$ cat src/rtl/regfile_pkg.sv
// rtl/regfile_pkg.sv - shared types and widths for the register-file port controller
// Holds the datapath widths, the controller state encoding and the
// request records used by regfile_port_ctrl and rf_rsp_buf.
package regfile_pkg;

    localparam int XLEN   = 32;
    localparam int REG_AW = 5;

    typedef enum logic {
        IDLE   = 1'b0,
        RD_CAP = 1'b1
    } state_t;

    typedef struct packed {
        logic [REG_AW-1:0] rs1;
        logic [REG_AW-1:0] rs2;
    } rd_req_t;

    typedef struct packed {
        logic [REG_AW-1:0] rd;
        logic [XLEN-1:0]   data;
    } wr_req_t;

endpackage

$ cat src/rtl/rf_rsp_buf.sv
// rtl/rf_rsp_buf.sv - one-entry read-response buffer with valid/ready output
// Ports:
//   clk, reset              clock, synchronous active-high reset
//   load                    capture load_data1/2 this edge (read data arriving)
//   load_data1, load_data2  operand values to capture
//   rsp_ready               downstream consumer ready
//   rsp_valid, rsp_data1/2  buffered response
//   buf_free                entry is empty or draining this cycle
module rf_rsp_buf
    import regfile_pkg::*;
(
    input  logic            clk,
    input  logic            reset,
    input  logic            load,
    input  logic [XLEN-1:0] load_data1,
    input  logic [XLEN-1:0] load_data2,
    input  logic            rsp_ready,
    output logic            rsp_valid,
    output logic [XLEN-1:0] rsp_data1,
    output logic [XLEN-1:0] rsp_data2,
    output logic            buf_free
);

    assign buf_free = !rsp_valid || rsp_ready;

    // A load in the same cycle as a drain keeps the entry valid with the new
    // data; without a load, data is left untouched so it holds under stall.
    always_ff @(posedge clk) begin
        if (reset) begin
            rsp_valid <= 1'b0;
            rsp_data1 <= '0;
            rsp_data2 <= '0;
        end else if (load) begin
            rsp_valid <= 1'b1;
            rsp_data1 <= load_data1;
            rsp_data2 <= load_data2;
        end else if (rsp_valid && rsp_ready) begin
            rsp_valid <= 1'b0;
        end
    end

endmodule

$ cat src/rtl/regfile_port_ctrl.sv
// rtl/regfile_port_ctrl.sv - arbitrates write and read requests onto the single register-file port
// Optional feature macro: RF_ZERO_REG_EN (register 0 hardwired to zero).
// Ports:
//   clk, reset                    clock, synchronous active-high reset
//   wr_valid/wr_ready, wr_rd, wr_data           writeback write channel
//   rd_valid/rd_ready, rd_rs1, rd_rs2           decode operand-read channel
//   rsp_valid/rsp_ready, rsp_data1, rsp_data2   operand response channel
//   rf_enable, rf_rw, rf_reset    register-file control (rf_rw=1 is a write)
//   rf_rs1, rf_rs2, rf_rd, rf_din register-file addresses and write data
//   rf_out1, rf_out2              register-file registered read data
module regfile_port_ctrl
    import regfile_pkg::*;
#(
    parameter int STARVE_LIMIT = 4
) (
    input  logic              clk,
    input  logic              reset,
    input  logic              wr_valid,
    output logic              wr_ready,
    input  logic [REG_AW-1:0] wr_rd,
    input  logic [XLEN-1:0]   wr_data,
    input  logic              rd_valid,
    output logic              rd_ready,
    input  logic [REG_AW-1:0] rd_rs1,
    input  logic [REG_AW-1:0] rd_rs2,
    output logic              rsp_valid,
    input  logic              rsp_ready,
    output logic [XLEN-1:0]   rsp_data1,
    output logic [XLEN-1:0]   rsp_data2,
    output logic              rf_enable,
    output logic              rf_rw,
    output logic              rf_reset,
    output logic [REG_AW-1:0] rf_rs1,
    output logic [REG_AW-1:0] rf_rs2,
    output logic [REG_AW-1:0] rf_rd,
    output logic [XLEN-1:0]   rf_din,
    input  logic [XLEN-1:0]   rf_out1,
    input  logic [XLEN-1:0]   rf_out2
);

    localparam int CNT_W = $clog2(STARVE_LIMIT + 1);

    state_t            state, state_next;
    logic [CNT_W-1:0]  starve_cnt;
    logic              force_rd;
    logic              buf_free;
    logic              wr_grant;
    logic              rd_grant;
    logic              rd_lost_to_wr;
    logic              capture;
    logic [XLEN-1:0]   cap_data1;
    logic [XLEN-1:0]   cap_data2;
    wr_req_t           wr_req;
    rd_req_t           rd_req;

    assign wr_req = '{rd: wr_rd, data: wr_data};
    assign rd_req = '{rs1: rd_rs1, rs2: rd_rs2};

    assign force_rd = (starve_cnt == CNT_W'(STARVE_LIMIT));

    // Grants are mutually exclusive: a read needs either no write pending or
    // force_rd, and force_rd suppresses the write grant.
    assign wr_grant = wr_valid && !reset && !force_rd;
    assign rd_grant = rd_valid && !reset && (state == IDLE) && buf_free
                      && (!wr_valid || force_rd);

    // The read would have gone this cycle if not for the write.
    assign rd_lost_to_wr = rd_valid && !reset && (state == IDLE) && buf_free
                           && wr_grant;

    always_ff @(posedge clk) begin
        if (reset) begin
            state <= IDLE;
        end else begin
            state <= state_next;
        end
    end

    always_comb begin
        state_next = state;
        wr_ready   = 1'b0;
        rd_ready   = 1'b0;
        rf_enable  = 1'b0;
        rf_rw      = 1'b0;
        rf_reset   = 1'b0;
        rf_rs1     = '0;
        rf_rs2     = '0;
        rf_rd      = '0;
        rf_din     = '0;

        if (reset) begin
            // Register file clears on the same edge the controller resets.
            rf_enable = 1'b1;
            rf_reset  = 1'b1;
        end else if (wr_grant) begin
            wr_ready = 1'b1;
`ifdef RF_ZERO_REG_EN
            // Writes to x0 are consumed but never reach the array.
            if (wr_req.rd != '0) begin
                rf_enable = 1'b1;
                rf_rw     = 1'b1;
                rf_rd     = wr_req.rd;
                rf_din    = wr_req.data;
            end
`else
            rf_enable = 1'b1;
            rf_rw     = 1'b1;
            rf_rd     = wr_req.rd;
            rf_din    = wr_req.data;
`endif
        end else if (rd_grant) begin
            rd_ready  = 1'b1;
            rf_enable = 1'b1;
            rf_rs1    = rd_req.rs1;
            rf_rs2    = rd_req.rs2;
        end

        case (state)
            IDLE:    if (rd_grant) state_next = RD_CAP;
            RD_CAP:  state_next = IDLE;
            default: state_next = IDLE;
        endcase
    end

    always_ff @(posedge clk) begin
        if (reset || rd_grant || !rd_valid) begin
            starve_cnt <= '0;
        end else if (rd_lost_to_wr && !force_rd) begin
            starve_cnt <= starve_cnt + 1'b1;
        end
    end

    // Registered read data is valid during RD_CAP; reset in the buffer wins
    // over this, discarding an in-flight read.
    assign capture = (state == RD_CAP);

`ifdef RF_ZERO_REG_EN
    logic rs1_zero_q;
    logic rs2_zero_q;

    always_ff @(posedge clk) begin
        if (reset) begin
            rs1_zero_q <= 1'b0;
            rs2_zero_q <= 1'b0;
        end else if (rd_grant) begin
            rs1_zero_q <= (rd_req.rs1 == '0);
            rs2_zero_q <= (rd_req.rs2 == '0);
        end
    end

    assign cap_data1 = rs1_zero_q ? '0 : rf_out1;
    assign cap_data2 = rs2_zero_q ? '0 : rf_out2;
`else
    assign cap_data1 = rf_out1;
    assign cap_data2 = rf_out2;
`endif

    rf_rsp_buf u_rsp_buf (
        .clk        (clk),
        .reset      (reset),
        .load       (capture),
        .load_data1 (cap_data1),
        .load_data2 (cap_data2),
        .rsp_ready  (rsp_ready),
        .rsp_valid  (rsp_valid),
        .rsp_data1  (rsp_data1),
        .rsp_data2  (rsp_data2),
        .buf_free   (buf_free)
    );

endmodule
$ cat config.mk
export PLATFORM = sky130hd
export DESIGN_NAME = regfile_port_ctrl
export DESIGN_NICKNAME = d
export VERILOG_FILES = /design/src/rtl/regfile_pkg.sv /design/src/rtl/rf_rsp_buf.sv /design/src/rtl/regfile_port_ctrl.sv
export SDC_FILE = /design/constraint.sdc
export NUM_CORES = 1
export LEC_CHECK = 0
export ABC_AREA = 1
export BUFFER_PORTS_ARGS = -buffer_cell sky130_fd_sc_hd__clkbuf_2
export CORE_AREA = 2 2 90 92
export CTS_CLUSTER_DIAMETER = 120
export DETAILED_ROUTE_END_ITERATION = 16
export DIE_AREA = 0 0 92 94
export PLACE_DENSITY = 0.87
export SLEW_MARGIN = 20
export SYNTH_ARGS = -nofsm -noshare
export SYNTH_HDL_FRONTEND = slang
export SYNTH_SLANG_ARGS = --single-unit
$ cat constraint.sdc
create_clock -name clk -period 2.9 [get_ports clk]
set_input_delay 0.29 -clock clk [delete_from_list [all_inputs] [get_ports clk]]
set_output_delay 0.29 -clock clk [all_outputs]
set_load 0.02 [all_outputs]
==> impl_metrics.prom, run 1 <==
# TYPE chip_impl_metric gauge
chip_impl_metric{name="numPortBuffers",unit=""} 232
chip_impl_info{name="rr_startpoint",value="starve_cnt[0]"} 1
chip_impl_metric{name="yosys_warnings",unit=""} 0
chip_impl_metric{name="height_of_the_chip",unit="um"} 94
chip_impl_metric{name="drc_errors",unit=""} 0
chip_impl_metric{name="area_delta_synth_final",unit="%"} 46.27
chip_impl_metric{name="tightestPinTransition",unit="ps"} 630.7
chip_impl_info{name="critical_path_class",value="reg2out"} 1
chip_impl_metric{name="maximum_number_of_pins_on_one_net_before_global_route_repair",unit=""} 66
chip_impl_metric{name="antennaDiodeCount",unit=""} 0
chip_impl_metric{name="core_area",unit="um2"} 7607
chip_impl_metric{name="seq_area_frac_synth",unit=""} 0.4682
chip_impl_info{name="cp_max_delay_cell",value="dfxtp_1"} 1
chip_impl_metric{name="netlist_area",unit="um2"} 2950
chip_impl_info{name="timing.critical_path.to_type",value="output port"} 1
chip_impl_metric{name="clock-sinks",unit=""} 69
chip_impl_metric{name="power.density_cell_area",unit="nW/um2"} 535.2
chip_impl_info{name="rsz_0062_raised_after_global_routing",value="no"} 1
chip_impl_metric{name="post_route_setup_slack",unit="ps"} 662.2
chip_impl_metric{name="overflow",unit=""} 0
chip_impl_metric{name="yosys_reg_bits",unit=""} 69
chip_impl_metric{name="syn_area_per_cell",unit="um2"} 7.075
chip_impl_info{name="setup.worst_path.start",value="starve_cnt[0]"} 1
chip_impl_metric{name="fin_crit_sh",unit=""} 0.7717
chip_impl_info{name="critical_path.startpoint_type",value="flip-flop"} 1
chip_impl_info{name="gr-max-usage-layer",value="met2"} 1
chip_impl_metric{name="clkSlewWorstSetupHoldPaths",unit="ps"} 70
chip_impl_metric{name="drive_above_1_share",unit=""} 0.4172
chip_impl_metric{name="io_pins",unit=""} 233
chip_impl_metric{name="wire_length_of_the_first_global_routing_pass",unit="um"} 13680
chip_impl_metric{name="cts_setup_buffers",unit=""} 0
chip_impl_info{name="commonest_non_fill_non_tap_cell_in_the_layout",value="clkbuf_2"} 1
chip_impl_metric{name="met1_usage_grt",unit=""} 0.2307
chip_impl_metric{name="cts_hold_repair.buffers",unit=""} 0
chip_impl_metric{name="timing.critical_path.arrival",unit="ps"} 1950
chip_impl_metric{name="dp_hpwl",unit="um"} 6568
chip_impl_metric{name="place.gp.congestion",unit=""} 0.8490
chip_impl_metric{name="drv_slew",unit=""} 0
chip_impl_metric{name="fin_skew",unit="ps"} 8.058
chip_impl_metric{name="worst-endpoint-required",unit="ps"} 2610
chip_impl_metric{name="final_net_count",unit=""} 754
chip_impl_info{name="clock-root-buffer",value="clkbuf_8"} 1
chip_impl_metric{name="crit_path_max_fanout",unit=""} 37
chip_impl_metric{name="grt_antenna_before_repair",unit=""} 0
chip_impl_metric{name="final-setup-viol-count",unit=""} 0
chip_impl_metric{name="number_of_global_route_vias_before_repair",unit=""} 3126
chip_impl_metric{name="power_leakage",unit="nW"} 2.586
chip_impl_metric{name="die-area",unit="um2"} 8648
chip_impl_metric{name="clk_path_buf_depth",unit=""} 2
chip_impl_metric{name="worst_vdd_drop",unit="uV"} 365.2
chip_impl_metric{name="cts_max_level",unit=""} 3
chip_impl_metric{name="max_slew_headroom_at_the_worst_pin",unit=""} 0.5795
chip_impl_info{name="outcome",value="complete, no violations"} 1
chip_impl_info{name="ordered_list_of_cells_on_the_worst_path",value="inv_1, ha_1, nand2_1, nand2_2, nor2_4, inv_2, nor2_1, clkbuf_2"} 1
chip_impl_metric{name="fp.dieW",unit="um"} 92
chip_impl_info{name="tritoncts",value="built"} 1
chip_impl_metric{name="met3_usage",unit=""} 0.05457
chip_impl_metric{name="first_pass_iters",unit=""} 4
chip_impl_metric{name="final_hold_violations",unit=""} 0
chip_impl_metric{name="tritoncts.num_buffers",unit=""} 9
chip_impl_info{name="layout_common_cells",value="clkbuf_2 (232), nor2_1 (172), dfxtp_1 (68)"} 1
chip_impl_metric{name="start_util",unit=""} 0.3878
chip_impl_metric{name="cts_resized",unit=""} 0
chip_impl_metric{name="ys_types",unit=""} 23
chip_impl_metric{name="route.vias.total",unit=""} 3265
chip_impl_metric{name="final_antenna_net_count",unit=""} 0
chip_impl_metric{name="syn_inst",unit=""} 417
chip_impl_metric{name="detailedPlace.worstSlack",unit="ps"} 1032
chip_impl_info{name="hold_class",value="in2reg"} 1
chip_impl_metric{name="use_met2",unit=""} 0.3395
chip_impl_metric{name="worstSkewPairLatency",unit="ps"} 330
chip_impl_metric{name="avgViaCountPerCell",unit=""} 4.400
chip_impl_metric{name="max_freq",unit="GHz"} 0.4469
chip_impl_metric{name="timing.max_cap.violations",unit=""} 0
chip_impl_metric{name="postSynthNetCount",unit=""} 535
chip_impl_metric{name="detail_route.wirelength",unit="um"} 8715
chip_impl_metric{name="period_minus_slack",unit="ps"} 2238
chip_impl_metric{name="critPathMaxStageDelay",unit="ps"} 330
chip_impl_metric{name="initialDrtViolationCount",unit=""} 89
chip_impl_metric{name="groute.usage.overall",unit=""} 0.1976
chip_impl_metric{name="rows",unit=""} 32
chip_impl_metric{name="post_dr_wirelength_cell",unit="um"} 11.75
chip_impl_metric{name="final.setup.tns",unit="ps"} 0
chip_impl_info{name="min-delay-start",value="rf_out1[13]"} 1
-- through the flow --
step	hold slack, ps	power [mW]	cell area [um2]	utilization	cells
final	174.9	2.310	4315	0.5673	742
after global routing	156.0	2.425	4315	0.5673	742
after CTS	155.5	2.342	4315	0.5673	742
after detailed placement	482.7	1.417	4079	0.5362	727
after global placement	471.6	1.406	4079	0.5362	727
after floorplan	362.4	1.255	2950	-	417
-- registers in the layout, indices dropped and copies added, names as in the netlist --
name	count
u_rsp_buf.rsp_data1	32
starve_cnt	3
u_rsp_buf.rsp_data2	32
capture	1
u_rsp_buf.rsp_valid	1
-- cell families (layout without fill, tap and decap cells) --
kind of cell	after synthesis	in the layout	share of synthesized area
AO/OA/AOI/OAI	67	67	0.1137
XOR/XNOR	2	2	0.005938
adder cells (fa/ha/maj)	2	2	0.008480
buffers and inverters	85	308	0.1370
flip-flops	69	69	0.4682
AND/OR/NAND/NOR	192	192	0.2667
-- layout make-up --
| type | instances | area, um2 |
|---|---|---|
| clock buffers | 9 | 123.9 |
| clock inverters | 6 | 112.6 |
| fillers | 700 | 3292 |
| inverters | 58 | 220.2 |
| multi-input cells | 263 | 1165 |
| flip-flops and latches | 69 | 1383 |
| well taps | 102 | 127.6 |
| repair buffers | 235 | 1184 |
-- routing by layer --
metal / up-vias / share of wire
met5: - / 0
met4: 0 / 0.023
met3: 22 / 0.066
met2: 119 / 0.49
met1: 1434 / 0.42
li1: 1690 / -
-- where the power goes --
part	switching, mW	internal [mW]	leakage, nW	total, mW
sequential	0.0225	0.995	0.564	1.02
combinational	0.237	0.141	1.90	0.378
clock	0.347	0.568	0.119	0.915
total	0.607	1.70	2.59	2.31
-- worst max-delay path, delay by kind of cell, from the launching register on --
family	cells	cell delay, ps
adder cells (fa/ha/maj)	1	200
flip-flops	1	330
buffers and inverters	3	510
AND/OR/NAND/NOR	4	590
-- final timing paths --
check / endpoint / slack, ps / depth (start not counted)
setup / recovery: rf_din[0] / 660 / 8
hold / removal: u_rsp_buf.rsp_data1[13] / 170 / 3
setup reg to reg: starve_cnt[1] / 1540 / 7
hold reg to reg: starve_cnt[1] / 500 / 2
-- cell usage after synthesis --
library cell | count | area, um2
a21oi_1 | 3 | 15.01
clkbuf_2 | 1 | 5.000
nor2_2 | 7 | 43.79
buf_4 | 10 | 75.07
buf_2 | 5 | 25.02
buf_6 | 5 | 56.30
dfxtp_1 | 69 | 1381
nor2_1 | 172 | 645.6
o21ai_0 | 61 | 305.3
clkbuf_1 | 6 | 22.52
nand2_1 | 4 | 15.01
nor2_4 | 2 | 22.52
nand2_2 | 1 | 6.260
nand3_4 | 1 | 17.52
o21ai_1 | 3 | 15.01
ha_1 | 2 | 25.02
nand2_4 | 1 | 11.26
inv_1 | 55 | 206.5
inv_4 | 1 | 6.260
nand3_1 | 3 | 15.01
xor2_1 | 2 | 17.52
nand3_2 | 1 | 10.01
inv_2 | 2 | 7.510
Note: power is estimated with default switching activity, not from simulation.
==> run 2: changes to the inputs <==
--- a/config.mk
+++ b/config.mk
@@ -7,11 +7,10 @@
 export LEC_CHECK = 0
 export ABC_AREA = 1
 export BUFFER_PORTS_ARGS = -buffer_cell sky130_fd_sc_hd__clkbuf_2
-export CORE_AREA = 2 2 90 92
+export CORE_UTILIZATION = 36
 export CTS_CLUSTER_DIAMETER = 120
 export DETAILED_ROUTE_END_ITERATION = 16
-export DIE_AREA = 0 0 92 94
-export PLACE_DENSITY = 0.87
+export PLACE_DENSITY = 0.85
 export SLEW_MARGIN = 20
 export SYNTH_ARGS = -nofsm -noshare
 export SYNTH_HDL_FRONTEND = slang
==> constraint.sdc (replaced) <==
create_clock -name clk -period 1.87 [get_ports clk]
set_input_delay 0.187 -clock clk [delete_from_list [all_inputs] [get_ports clk]]
set_output_delay 0.187 -clock clk [all_outputs]
set_load 0.02 [all_outputs]
==> impl_metrics.prom, run 2 (synthesis results as in run 1) <==
# TYPE chip_impl_metric gauge
chip_impl_metric{name="final-setup-viol-count",unit=""} 1
chip_impl_metric{name="power.clock.fraction",unit=""} 0.353
chip_impl_info{name="critical_path.startpoint_type",value="flip-flop"} 1
chip_impl_info{name="timing.critical_path.max_delay_family",value="buffers and inverters"} 1
chip_impl_metric{name="timing.max_cap.violations",unit=""} 0
chip_impl_metric{name="timing.critical_path.arrival",unit="ps"} 1690
chip_impl_metric{name="clk_path_buf_depth",unit=""} 2
chip_impl_metric{name="height_of_the_chip",unit="um"} 92.53
chip_impl_metric{name="tightestPinTransition",unit="ps"} 660.4
chip_impl_metric{name="max_slew_headroom_at_the_worst_pin",unit=""} 0.5597
chip_impl_metric{name="period_minus_slack",unit="ps"} 1877
chip_impl_info{name="layout_common_cells",value="clkbuf_2 (192), nor2_1 (137), dfxtp_1 (66)"} 1
chip_impl_metric{name="power_leakage",unit="nW"} 2.679
chip_impl_info{name="critical_path_class",value="reg2out"} 1
chip_impl_metric{name="place.gp.congestion",unit=""} 0.7413
chip_impl_metric{name="route.vias.total",unit=""} 3508
chip_impl_metric{name="overflow",unit=""} 0
chip_impl_metric{name="area_delta_synth_final",unit="%"} 61.45
chip_impl_info{name="hold_class",value="in2reg"} 1
chip_impl_metric{name="tritoncts.num_buffers",unit=""} 9
chip_impl_metric{name="groute.usage.overall",unit=""} 0.2058
chip_impl_metric{name="critPathMaxStageDelay",unit="ps"} 350
chip_impl_info{name="cp_max_delay_cell",value="dfxtp_2"} 1
chip_impl_info{name="tritoncts",value="built"} 1
chip_impl_metric{name="drv_slew",unit=""} 0
chip_impl_metric{name="worst-endpoint-required",unit="ps"} 1680
chip_impl_metric{name="die-area",unit="um2"} 8562
chip_impl_metric{name="grt_antenna_before_repair",unit=""} 0
chip_impl_metric{name="final_net_count",unit=""} 762
chip_impl_metric{name="critical_path.n_buffers_inverters",unit=""} 4
chip_impl_info{name="largestRegisters",value="u_rsp_buf.rsp_data1: 32 flops, u_rsp_buf.rsp_data2: 32 flops, starve_cnt: 3 flops"} 1
chip_impl_metric{name="design_power_total",unit="mW"} 3.526
chip_impl_metric{name="max_freq",unit="GHz"} 0.5329
chip_impl_metric{name="io_pins",unit=""} 233
chip_impl_metric{name="power.density_cell_area",unit="nW/um2"} 740.3
chip_impl_metric{name="power_switching",unit="mW"} 1.041
chip_impl_metric{name="drc_errors",unit=""} 0
chip_impl_metric{name="first_pass_iters",unit=""} 4
chip_impl_info{name="clock-root-buffer",value="clkbuf_8"} 1
chip_impl_metric{name="final_cell_count_no_fill",unit=""} 751
chip_impl_metric{name="avgViaCountPerCell",unit=""} 4.671
chip_impl_metric{name="crit_path_max_fanout",unit=""} 18
chip_impl_metric{name="dpl.cell_count",unit=""} 727
chip_impl_metric{name="post_route_setup_slack",unit="ps"} -6.621
chip_impl_metric{name="number_of_global_route_vias_before_repair",unit=""} 3174
chip_impl_info{name="failed_checks",value="setup timing"} 1
chip_impl_metric{name="drive_above_1_share",unit=""} 0.4869
chip_impl_metric{name="dp_hpwl",unit="um"} 6255
chip_impl_metric{name="numPortBuffers",unit=""} 232
chip_impl_metric{name="pwr-share-comb",unit=""} 0.199
chip_impl_metric{name="rows",unit=""} 32
chip_impl_metric{name="clock-sinks",unit=""} 69
chip_impl_info{name="timing.critical_path.to_type",value="output port"} 1
chip_impl_metric{name="initialDrtViolationCount",unit=""} 108
chip_impl_metric{name="final_antenna_net_count",unit=""} 0
chip_impl_metric{name="final_hold_violations",unit=""} 0
chip_impl_metric{name="p_sw_frac",unit=""} 0.2953
chip_impl_metric{name="cts_max_level",unit=""} 3
chip_impl_info{name="outcome",value="finished with violations"} 1
chip_impl_metric{name="worstSkewPairLatency",unit="ps"} 340
chip_impl_metric{name="p_int",unit="mW"} 2.485
chip_impl_metric{name="antennaDiodeCount",unit=""} 0
chip_impl_metric{name="power.share.sequential",unit=""} 0.448
chip_impl_metric{name="fin_skew",unit="ps"} 8.911
chip_impl_metric{name="fp.dieW",unit="um"} 92.53
chip_impl_metric{name="start_util",unit=""} 0.3779
chip_impl_info{name="rsz_0062_raised_after_global_routing",value="yes"} 1
chip_impl_metric{name="fin_crit_sh",unit=""} 1.004
chip_impl_metric{name="wire_length_of_the_first_global_routing_pass",unit="um"} 14060
chip_impl_metric{name="maximum_number_of_pins_on_one_net_before_global_route_repair",unit=""} 66
chip_impl_metric{name="worst_vdd_drop",unit="uV"} 501.9
chip_impl_info{name="ordered_list_of_cells_on_the_worst_path",value="inv_2, ha_2, nand2_2, nand2_4, nor2_4, buf_12, inv_16, nor2_1, buf_4"} 1
chip_impl_metric{name="detail_route.wirelength",unit="um"} 9886
chip_impl_metric{name="post_dr_wirelength_cell",unit="um"} 13.16
chip_impl_metric{name="core_area",unit="um2"} 7807
chip_impl_info{name="commonest_non_fill_non_tap_cell_in_the_layout",value="clkbuf_2"} 1
chip_impl_metric{name="clkSlewWorstSetupHoldPaths",unit="ps"} 80
-- run 2: cell count changes in the layout (fill, tap and decap cells not counted), sizes merged --
cell / previous run / this run
buf: 3 / 49
clkbuf: 241 / 202
inv: 58 / 62
bufinv: 3 / 1
-- run 2: path summary, 6_finish.rpt --
path / slack (ps) / cells past startpoint / to / from
setup / recovery: -7 / 9 / rf_din[7] / starve_cnt[0]
hold reg to reg: 500 / 2 / starve_cnt[1] / starve_cnt[1]
setup reg to reg: 380 / 9 / starve_cnt[1] / starve_cnt[0]
hold / removal: 70 / 3 / u_rsp_buf.rsp_data2[9] / rf_out2[9]
-- run 2: stage by stage --
| stage | utilization | setup WS (ps) | setup TNS [ps] | instance area [um2] | hold slack, ps |
|---|---|---|---|---|---|
| finish | 0.6101 | -6.621 | -6.621 | 4763 | 66.63 |
| floorplan | - | 199.3 | 0 | 2950 | 259.4 |
| detailed placement | 0.5224 | 147.5 | 0 | 4079 | 417.3 |
| global route | 0.6101 | -97.39 | -1704 | 4763 | 51.22 |
| CTS | 0.5689 | -0.7853 | -0.7853 | 4442 | 51.83 |
| global placement | 0.5224 | 244.7 | 0 | 4079 | 408.6 |
-- run 2: final cells by class --
| cell class | count | area [um2] |
|---|---|---|
| multi-input combinational | 263 | 1331 |
| clock inverter | 6 | 70.07 |
| inverter | 58 | 227.7 |
| sequential | 69 | 1385 |
| timing repair buffer | 241 | 1455 |
| timing repair inverter | 2 | 28.78 |
| clock buffer | 10 | 137.6 |
| tap | 102 | 127.6 |
| fill | 652 | 3044 |
-- run 2: routing by layer --
layer	part of all wire	vias to the layer above	GRT usage	routed length, um
met5	0	-	0	0
met4	0.033	0	0.1042	327
met3	0.069	32	0.05829	684
met2	0.50	170	0.3352	4934
met1	0.40	1597	0.2466	3939
li1	-	1709	-	-
-- run 2: power by group through the flow --
stage | Combinational (mW) | Clock, mW | Sequential, mW
2_1_floorplan | 0.251 | 0 | 1.70
3_3_place_gp | 0.572 | 0 | 1.61
3_5_place_dp | 0.584 | 0 | 1.61
4_1_cts | 0.620 | 1.28 | 1.58
5_1_grt | 0.754 | 1.35 | 1.59
6_report | 0.702 | 1.25 | 1.58
-- run 2: what timing repair did --
item / 4_1_cts / 5_1_grt
endpoints found under the setup margin: 37 / 51
gates resized for setup: 28 / 141
buffers inserted: 5 / 1
pin swaps: 2 / 2
gates cloned: 2 / 0
hold buffers: 0 / 0
-- run 2: worst register-to-register path, cell delays in order (launching register included) --
cell	delay [ps]
dfxtp_2	350
inv_2	50
ha_2	170
nand2_2	80
nand2_4	80
nor2_4	130
buf_12	150
buf_4	140
nand3_1	100
a21oi_1	160
==> run 3: changes to the inputs <==
--- a/config.mk
+++ b/config.mk
@@ -5,12 +5,11 @@
 export SDC_FILE = /design/constraint.sdc
 export NUM_CORES = 1
 export LEC_CHECK = 0
-export ABC_AREA = 1
 export BUFFER_PORTS_ARGS = -buffer_cell sky130_fd_sc_hd__clkbuf_2
-export CORE_UTILIZATION = 36
+export CORE_UTILIZATION = 35
 export CTS_CLUSTER_DIAMETER = 120
 export DETAILED_ROUTE_END_ITERATION = 16
-export PLACE_DENSITY = 0.85
+export PLACE_DENSITY = 0.84
 export SLEW_MARGIN = 20
 export SYNTH_ARGS = -nofsm -noshare
 export SYNTH_HDL_FRONTEND = slang
==> impl_metrics.prom, run 3 <==
# TYPE chip_impl_metric gauge
chip_impl_metric{name="final_cell_count_no_fill",unit=""} 637
chip_impl_info{name="hold_class",value="in2reg"} 1
chip_impl_metric{name="syn_area_per_cell",unit="um2"} 9.829
chip_impl_metric{name="netlist_area",unit="um2"} 2860
chip_impl_metric{name="tightestPinTransition",unit="ps"} 437.9
chip_impl_metric{name="clock-sinks",unit=""} 69
chip_impl_info{name="synth.most_common_cell",value="dfxtp_1"} 1
chip_impl_info{name="dr.max_layer_used",value="met4"} 1
chip_impl_metric{name="fillCellCount",unit=""} 606
chip_impl_metric{name="max_freq",unit="GHz"} 0.5296
chip_impl_metric{name="period_minus_slack",unit="ps"} 1888
chip_impl_metric{name="postLayoutCellArea",unit="um2"} 4935
chip_impl_info{name="cp_max_delay_cell",value="dfxtp_2"} 1
chip_impl_info{name="largestRegisters",value="u_rsp_buf.rsp_data1: 32 flops, u_rsp_buf.rsp_data2: 32 flops, starve_cnt: 3 flops"} 1
chip_impl_metric{name="crit_path_max_fanout",unit=""} 6
chip_impl_metric{name="fin_skew",unit="ps"} 7.482
chip_impl_metric{name="drive_above_1_share",unit=""} 0.6004
chip_impl_metric{name="cts_max_level",unit=""} 3
chip_impl_metric{name="start_util",unit=""} 0.3663
chip_impl_metric{name="wire_length_of_the_first_global_routing_pass",unit="um"} 14260
chip_impl_metric{name="fp.dieW",unit="um"} 92.40
chip_impl_metric{name="dpl.cell_count",unit=""} 609
chip_impl_metric{name="worst-endpoint-required",unit="ps"} 1680
chip_impl_info{name="critical_path_class",value="reg2out"} 1
chip_impl_metric{name="final_net_count",unit=""} 647
chip_impl_metric{name="first_pass_iters",unit=""} 4
chip_impl_info{name="yosys-top-cells-area",value="dfxtp_1 (48%), mux2i_1 (22%), and2_1 (10%)"} 1
chip_impl_info{name="layout_common_cells",value="clkbuf_2 (185), nor2_1 (66), dfxtp_1 (66)"} 1
chip_impl_info{name="synth_flop_cell",value="dfxtp_1"} 1
chip_impl_metric{name="core_area",unit="um2"} 7807
chip_impl_metric{name="max_slew_headroom_at_the_worst_pin",unit=""} 0.7081
chip_impl_metric{name="number_of_global_route_vias_before_repair",unit=""} 2909
chip_impl_info{name="critical_path.startpoint_type",value="flip-flop"} 1
chip_impl_metric{name="timing.max_cap.violations",unit=""} 0
chip_impl_metric{name="worstSkewPairLatency",unit="ps"} 330
chip_impl_metric{name="netlist.area_leader.share",unit=""} 0.4829
chip_impl_info{name="commonest_non_fill_non_tap_cell_in_the_layout",value="clkbuf_2"} 1
chip_impl_metric{name="regToRegSetupSlack",unit="ps"} 370
chip_impl_metric{name="dp_hpwl",unit="um"} 6742
chip_impl_metric{name="numPortBuffers",unit=""} 232
chip_impl_metric{name="met3_wirelength",unit="um"} 636
chip_impl_metric{name="timing.critical_path.arrival",unit="ps"} 1700
chip_impl_metric{name="yosys_reg_bits",unit=""} 69
chip_impl_metric{name="final.setup.tns",unit="ps"} -98.02
chip_impl_info{name="failed_checks",value="setup timing"} 1
chip_impl_metric{name="dr_wl_met2",unit="um"} 5295
chip_impl_metric{name="critPathMaxStageDelay",unit="ps"} 330
chip_impl_info{name="outcome",value="finished with violations"} 1
chip_impl_metric{name="worst_vdd_drop",unit="uV"} 478.7
chip_impl_metric{name="route.vias.total",unit=""} 3058
chip_impl_metric{name="height_of_the_chip",unit="um"} 92.40
chip_impl_info{name="tritoncts",value="built"} 1
chip_impl_metric{name="register_area",unit="um2"} 1388
chip_impl_info{name="clock-root-buffer",value="clkbuf_8"} 1
chip_impl_metric{name="rows",unit=""} 32
chip_impl_metric{name="seq_area_frac_synth",unit=""} 0.4829
chip_impl_info{name="ordered_list_of_cells_on_the_worst_path",value="inv_2, ha_4, a21boi_4, buf_4, nor4_4, buf_4, and2_4, clkbuf_8"} 1
chip_impl_metric{name="tritoncts.num_buffers",unit=""} 9
chip_impl_metric{name="clk_path_buf_depth",unit=""} 2
chip_impl_metric{name="critical_path.n_buffers_inverters",unit=""} 4
chip_impl_metric{name="power_leakage",unit="nW"} 2.398
chip_impl_metric{name="initialDrtViolationCount",unit=""} 53
chip_impl_metric{name="place.gp.congestion",unit=""} 0.8423
chip_impl_metric{name="yosys_warnings",unit=""} 0
chip_impl_info{name="timing.critical_path.max_delay_family",value="buffers and inverters"} 1
chip_impl_metric{name="ys_types",unit=""} 25
chip_impl_metric{name="final_antenna_net_count",unit=""} 0
chip_impl_metric{name="synth_edf_count",unit=""} 0
chip_impl_metric{name="drv_slew",unit=""} 0
chip_impl_metric{name="overflow",unit=""} 0
chip_impl_metric{name="multi_input_area",unit="um2"} 1498
chip_impl_metric{name="m1WireLength",unit="um"} 3659
chip_impl_metric{name="detail_route.wirelength",unit="um"} 9955
chip_impl_info{name="synth_top_cell_by_area",value="dfxtp_1"} 1
chip_impl_info{name="most_numerous_cell_on_the_critical_path",value="buf_4"} 1
chip_impl_metric{name="area_delta_synth_final",unit="%"} 72.53
chip_impl_metric{name="grt_antenna_before_repair",unit=""} 2
chip_impl_metric{name="final_hold_violations",unit=""} 0
chip_impl_metric{name="fin_crit_sh",unit=""} 1.010
chip_impl_info{name="rsz_0062_raised_after_global_routing",value="yes"} 1
chip_impl_info{name="netlist_top_cells_count",value="dfxtp_1 (69), nor2_1 (66), mux2i_1 (64), and2_1 (47), buf_2 (11)"} 1
chip_impl_metric{name="post_dr_wirelength_cell",unit="um"} 15.63
chip_impl_metric{name="maximum_number_of_pins_on_one_net_before_global_route_repair",unit=""} 37
chip_impl_metric{name="post_route_setup_slack",unit="ps"} -18.27
chip_impl_metric{name="detailedPlace.worstSlack",unit="ps"} 108.3
chip_impl_metric{name="groute.usage.overall",unit=""} 0.2141
chip_impl_metric{name="final-setup-viol-count",unit=""} 14
chip_impl_metric{name="syn_inst",unit=""} 291
chip_impl_metric{name="postPlaceCellArea",unit="um2"} 4088
chip_impl_metric{name="power.density_cell_area",unit="nW/um2"} 677.8
chip_impl_metric{name="postSynthNetCount",unit=""} 409
chip_impl_metric{name="die-area",unit="um2"} 8538
chip_impl_metric{name="io_pins",unit=""} 233
chip_impl_metric{name="avgViaCountPerCell",unit=""} 4.801
chip_impl_info{name="timing.critical_path.to_type",value="output port"} 1
chip_impl_metric{name="clkSlewWorstSetupHoldPaths",unit="ps"} 80
chip_impl_metric{name="synth_async_sr_flop_share",unit=""} 0
chip_impl_metric{name="drc_errors",unit=""} 0
run 3: cell families (layout without fill, tap and decap cells):
family / count (synthesis) / in the layout / synth area share
compound gates: 8 / 8 / 0.02100
fa+ha+maj: 2 / 2 / 0.008748
mux: 64 / 64 / 0.2240
flops: 69 / 69 / 0.4829
buf+inv: 24 / 266 / 0.04549
other cells: 0 / 2 / 0
simple gates: 124 / 124 / 0.2179
run 3: path summary, 6_finish.rpt:
| kind | start | to | depth (start not counted) |
|---|---|---|---|
| worst min register to register | u_rsp_buf.rsp_data2[12] | u_rsp_buf.rsp_data2[12] | 2 |
| worst min-delay path | rf_out1[19] | u_rsp_buf.rsp_data1[19] | 3 |
| worst max register to register | capture | u_rsp_buf.rsp_data1[26] | 3 |
| worst max-delay path | starve_cnt[0] | rf_rs1[3] | 8 |
run 3: layer usage:
| metal | vias up | GRT usage |
|---|---|---|
| li1 | 1428 | - |
| met4 | 0 | 0.08464 |
| met2 | 148 | 0.4043 |
| met1 | 1461 | 0.2198 |
| met5 | - | 0 |
| met3 | 21 | 0.06076 |
run 3: metrics by stage:
| step | utilization | total power [mW] | hold slack [ps] |
|---|---|---|---|
| 2_1_floorplan | - | 1.869 | 334.2 |
| 3_3_place_gp | 0.5236 | 2.084 | 419.8 |
| 3_5_place_dp | 0.5236 | 2.098 | 430.3 |
| 4_1_cts | 0.6111 | 3.326 | 77.90 |
| 5_1_grt | 0.6321 | 3.495 | 80.33 |
| 6_report | 0.6321 | 3.345 | 94.14 |
run 3: final cells by class:
class                   instances  share of cell area
flip-flops and latches         69              0.2812
multi-input cells             198              0.3035
clock inverters                 5             0.01065
well taps                     102             0.02586
inverters                       2            0.001521
diodes                          2            0.001014
repair buffers                249              0.3504
clock buffers                  10             0.02586
run 3: report_power, final:
group | internal (mW) | switching [mW]
Clock | 0.602 | 0.530
Sequential | 1.52 | 0.0371
Combinational | 0.341 | 0.317
run 3: repair_timing:
action | 4_1_cts | 5_1_grt
gates resized for setup | 107 | 87
gates cloned | 3 | 3
endpoints found under the hold margin | 0 | 0
pin swaps | 3 | 12
setup buffers | 6 | 1
hold buffers | 0 | 0
setup endpoints to repair | 50 | 51
run 3: worst register-to-register path, delay by kind of cell (launching register included):
family        cells  cell delay (ps)
flops             1              630
mux               1              250
buf+inv           1              440
simple gates      1               60
